**config.mk**
```make
export PLATFORM = sky130hd
export DESIGN_NAME = pipe_ctrl
export DESIGN_NICKNAME = d
export VERILOG_FILES = /design/src/rtl/pipe_ctrl_pkg.sv /design/src/rtl/pipe_ctrl_fwd_unit.sv /design/src/rtl/pipe_ctrl.sv
export SDC_FILE = /design/constraint.sdc
export NUM_CORES = 1
export LEC_CHECK = 0
export CORE_MARGIN = 2
export CORE_UTILIZATION = 25
export CTS_CLUSTER_SIZE = 20
export DETAILED_ROUTE_END_ITERATION = 10
export PLACE_DENSITY = 0.53
export SLEW_MARGIN = 20
export SYNTH_ARGS = -nofsm -noshare
export SYNTH_HDL_FRONTEND = slang
export SYNTH_HIERARCHICAL = 1
export SYNTH_SLANG_ARGS = --single-unit
```
**constraint.sdc**
```tcl
create_clock -name clk -period 4.95 [get_ports clk]
set_input_delay 0.495 -clock clk [delete_from_list [all_inputs] [get_ports clk]]
set_output_delay 0.495 -clock clk [all_outputs]
set_load 0.05 [all_outputs]
```
**src/rtl/pipe_ctrl_pkg.sv**
```systemverilog
// Shared pipe_ctrl definitions: forwarding encodings, PC step, shadow-stage record and control modes.
package pipe_ctrl_pkg;

  localparam logic [1:0] FWD_RF    = 2'b00;
  localparam logic [1:0] FWD_EXMEM = 2'b10;
  localparam logic [1:0] FWD_MEMWB = 2'b01;

  localparam int PC_INC = 4;

  // Register indices are carried at this width in the shadow pipeline; REG_AW must not exceed it.
  localparam int REG_AW_MAX = 8;
  typedef logic [REG_AW_MAX-1:0] ridx_t;

  typedef struct packed {
    logic  valid;
    logic  reg_write;
    logic  mem_read;
    ridx_t rd;
  } stage_t;

  typedef enum logic [1:0] {
    CM_NORMAL,
    CM_LOAD_USE,
    CM_BRANCH,
    CM_MEM_STALL
  } ctrl_mode_t;

endpackage

```
**src/rtl/pipe_ctrl_fwd_unit.sv**
```systemverilog
// Operand forwarding select for one ALU source: the younger EX/MEM producer wins over MEM/WB, x0 never forwards.
module fwd_unit
  import pipe_ctrl_pkg::*;
(
  input  ridx_t      rs,
  input  stage_t     exmem,
  input  stage_t     memwb,
  output logic [1:0] fwd
);

  logic unused_bits;
  assign unused_bits = exmem.mem_read ^ memwb.mem_read;

  always_comb begin
    fwd = FWD_RF;
    if (exmem.valid && exmem.reg_write && (exmem.rd != '0) && (exmem.rd == rs)) begin
      fwd = FWD_EXMEM;
    end else if (memwb.valid && memwb.reg_write && (memwb.rd != '0) && (memwb.rd == rs)) begin
      fwd = FWD_MEMWB;
    end
  end

endmodule

```
**src/rtl/pipe_ctrl.sv**
```systemverilog
// Pipeline hazard/PC controller with forwarding selects.
// Optional performance counters are built only when PIPE_CTRL_PERF_EN is defined.
module pipe_ctrl #(
  parameter int               WIDTH    = 64,
  parameter int               REG_AW   = 5,
  parameter logic [WIDTH-1:0] RESET_PC = '0
) (
  input  logic              clk,
  input  logic              rst,
  input  logic              mem_stall,
  input  logic [REG_AW-1:0] id_rs1,
  input  logic [REG_AW-1:0] id_rs2,
  input  logic              id_rs1_used,
  input  logic              id_rs2_used,
  input  logic [REG_AW-1:0] id_rd,
  input  logic              id_reg_write,
  input  logic              id_mem_read,
  input  logic              ex_branch_taken,
  input  logic [WIDTH-1:0]  ex_target,
  output logic [WIDTH-1:0]  pc,
  output logic              if_id_en,
  output logic              id_ex_en,
  output logic              ex_mem_en,
  output logic              mem_wb_en,
  output logic              if_id_flush,
  output logic              id_ex_bubble,
  output logic [1:0]        fwd_a,
  output logic [1:0]        fwd_b,
  output logic [31:0]       stall_cnt,
  output logic [31:0]       flush_cnt
);
  import pipe_ctrl_pkg::*;

  logic [WIDTH-1:0] pc_q;
  stage_t           ex_q, mem_q, wb_q;
  ridx_t            ex_rs1_q, ex_rs2_q;
  ctrl_mode_t       mode;
  logic             load_use;
  logic [1:0]       fwd_a_raw, fwd_b_raw;

  always_comb begin
    load_use = ex_q.valid && ex_q.mem_read && (ex_q.rd != '0) &&
               ((id_rs1_used && (ex_q.rd == ridx_t'(id_rs1))) ||
                (id_rs2_used && (ex_q.rd == ridx_t'(id_rs2))));
  end

  always_comb begin
    if (mem_stall)            mode = CM_MEM_STALL;
    else if (ex_branch_taken) mode = CM_BRANCH;
    else if (load_use)        mode = CM_LOAD_USE;
    else                      mode = CM_NORMAL;
  end

  // Bubbles clear the EX source indices too, so an empty slot can never select a forward.
  always_ff @(posedge clk) begin
    if (rst) begin
      pc_q     <= RESET_PC;
      ex_q     <= '0;
      mem_q    <= '0;
      wb_q     <= '0;
      ex_rs1_q <= '0;
      ex_rs2_q <= '0;
    end else if (mode != CM_MEM_STALL) begin
      mem_q <= ex_q;
      wb_q  <= mem_q;
      case (mode)
        CM_BRANCH, CM_LOAD_USE: begin
          if (mode == CM_BRANCH) pc_q <= ex_target;
          ex_q     <= '0;
          ex_rs1_q <= '0;
          ex_rs2_q <= '0;
        end
        default: begin
          pc_q     <= pc_q + WIDTH'(PC_INC);
          ex_q     <= '{valid: 1'b1, reg_write: id_reg_write, mem_read: id_mem_read,
                        rd: ridx_t'(id_rd)};
          ex_rs1_q <= ridx_t'(id_rs1);
          ex_rs2_q <= ridx_t'(id_rs2);
        end
      endcase
    end
  end

  always_comb begin
    if_id_en     = 1'b1;
    id_ex_en     = 1'b1;
    ex_mem_en    = 1'b1;
    mem_wb_en    = 1'b1;
    if_id_flush  = 1'b0;
    id_ex_bubble = 1'b0;
    if (rst) begin
      if_id_en     = 1'b0;
      id_ex_en     = 1'b0;
      ex_mem_en    = 1'b0;
      mem_wb_en    = 1'b0;
      if_id_flush  = 1'b1;
      id_ex_bubble = 1'b1;
    end else begin
      case (mode)
        CM_MEM_STALL: begin
          if_id_en  = 1'b0;
          id_ex_en  = 1'b0;
          ex_mem_en = 1'b0;
          mem_wb_en = 1'b0;
        end
        CM_BRANCH: begin
          if_id_flush  = 1'b1;
          id_ex_bubble = 1'b1;
        end
        CM_LOAD_USE: begin
          if_id_en     = 1'b0;
          id_ex_bubble = 1'b1;
        end
        default: ;
      endcase
    end
  end

  fwd_unit u_fwd_a (.rs(ex_rs1_q), .exmem(mem_q), .memwb(wb_q), .fwd(fwd_a_raw));
  fwd_unit u_fwd_b (.rs(ex_rs2_q), .exmem(mem_q), .memwb(wb_q), .fwd(fwd_b_raw));

  assign fwd_a = rst ? FWD_RF : fwd_a_raw;
  assign fwd_b = rst ? FWD_RF : fwd_b_raw;
  assign pc    = pc_q;

`ifdef PIPE_CTRL_PERF_EN
  logic [31:0] stall_q, flush_q;

  always_ff @(posedge clk) begin
    if (rst) begin
      stall_q <= '0;
      flush_q <= '0;
    end else begin
      if (((mode == CM_MEM_STALL) || (mode == CM_LOAD_USE)) && (stall_q != '1))
        stall_q <= stall_q + 32'd1;
      if ((mode == CM_BRANCH) && (flush_q != '1))
        flush_q <= flush_q + 32'd1;
    end
  end

  assign stall_cnt = stall_q;
  assign flush_cnt = flush_q;
`else
  assign stall_cnt = '0;
  assign flush_cnt = '0;
`endif

endmodule
```
==> flow_summary.ini <==
[setup_path]
startpoint_type = input pin
crit_fanout = 44
required_ns = 4.45
endpoint_kind = output pin
path_class = in -> out
cp.arrival_ns = 3.23

[global_routing]
grt_pass1_vias = 6125
grt_use_total_pct = 16.3
antenna_found_initial = 0
overflow = 0
grt_pass1_wl_um = 35900
grt_max_degree = 74

[placement]
dp.cells = 1353
dp_hpwl_um = 16400
gp_congestion = 0.822
port_buffers = 160

[cts]
cts_buffers = 9
cts_tree = done
cts-htree-levels = 3
path_clk_slew_ns = 0.07
cts_resized = 0
cts_hold_buf = 0
clock_path_buffers = 2
clock_latency_ns = 0.37
cts_setup_buffers = 0
cts_sinks = 96
cts_root_buf = clkbuf_16

[floorplan]
floorplan.die.width_um = 166
die_h_um = 166
dieArea_um2 = 27600
core_um2 = 26000
rows = 59
io_pins = 225
start_util_pct = 25.3

[finish]
drive_gt1_share_pct = 5.71
final_cell_mix = clkdlybuf4s50_1 (154), nand2_1 (102), conb_1 (100)
area_growth_pct = 30.5
diodes = 0
nets = 1118
final_common_cell = clkdlybuf4s50_1
fin_util_pct = 33.1
final_cell_count_no_fill = 1369

[outcome]
status = completed

[routing]
met3_length_um = 1290
vias = 6725
wl_per_cell_um = 16.9
drt-initial-drc-count = 493
vias_per_cell = 4.91
drc_errors = 0
top_layer_used = met4
wl_met1_um = 11100
met2_length_um = 10400
drtAntennaViolNets = 0
drtPass1Iterations = 6
routed_wl_um = 23100

[sta]
min_period_ns = 3.73
max_freq_ghz = 0.268
slew_headroom_pct = 36.9
hold_viol_final = 0
setup_tns_ns = 0
rsz0062_at_grt = no
finClkSkew_ns = 0.0130
finalCritPeriodShare_pct = 75.3
setup_viol = 0
worst_slew_pin_slew_ns = 0.938
drv_slew = 0

[run]
cap_violations = 0

[worst_hold_path]
hold_path_class = reg -> reg

[power_and_ir_drop]
p_per_area_nw_per_um2 = 272
p_leak_nw = 3.00
vdd_drop_max_uv = 134

[synth]
syn_area_um2 = 6580
syn_area_per_cell_um2 = 7.53
yosysWarnings = 6
synth_cells = 874
## per-layer routing
metal / up-vias / global-route usage, %
met4: 0 / 4.16
met2: 238 / 25.0
met1: 3145 / 23.2
met5: - / 0
li1: 3322 / -
met3: 20 / 3.41
## layout make-up
| type | count | area, µm² |
|---|---|---|
| flip-flops and latches | 96 | 1920 |
| clock inverters | 7 | 78.8 |
| well taps | 335 | 419 |
| inverters | 11 | 41.3 |
| fillers | 2780 | 17400 |
| repair buffers | 168 | 1670 |
| multi-input cells | 743 | 4230 |
| clock buffers | 9 | 225 |
## where the power goes
part	total (mW)	internal, mW	switching (mW)
Clock	0.762	0.399	0.362
Combinational	0.685	0.235	0.450
Sequential	0.888	0.818	0.0702
## metrics by stage
step / hold WS, ns / area [µm²] / worst slack (ns) / total power, mW
detailed placement: 0.449 / 8290 / 0.993 / 1.59
CTS: 0.459 / 8590 / 1.18 / 2.35
floorplan: 0.461 / 6950 / 1.05 / 1.40
finish: 0.460 / 8590 / 1.22 / 2.34
global route: 0.491 / 8590 / 0.930 / 2.45
global placement: 0.443 / 8290 / 1.10 / 1.59
## path summary, 6_finish.rpt
kind	from	end	slack [ns]	cells after the start
worst min register to register	pc[1]$_SDFFE_PP0P_	pc[1]$_SDFFE_PP0P_	0.46	2
worst max register to register	ex_q[2]$_SDFFE_PP0P_	pc[56]$_SDFFE_PP0P_	1.60	12
worst min-delay path	pc[1]$_SDFFE_PP0P_	pc[1]$_SDFFE_PP0P_	0.46	2
worst max-delay path	id_rs1[2]	id_ex_en	1.22	10
## sequential cells by signal (all words and copies together) (netlist names)
signal,count
pc,64
ex_q,8
ex_rs1_q,5
ex_rs2_q,5
wb_q,7
mem_q,7
## worst max-delay path: stages
cell,delay [ns]
clkdlybuf4s50_1,0.46
xor2_1,0.18
nor4_1,0.30
nand3_1,0.11
a21oi_1,0.57
nor2_4,0.04
inv_1,0.13
ha_4,0.52
nor2_1,0.17
buf_4,0.23
(Power assumes the default switching activity.)
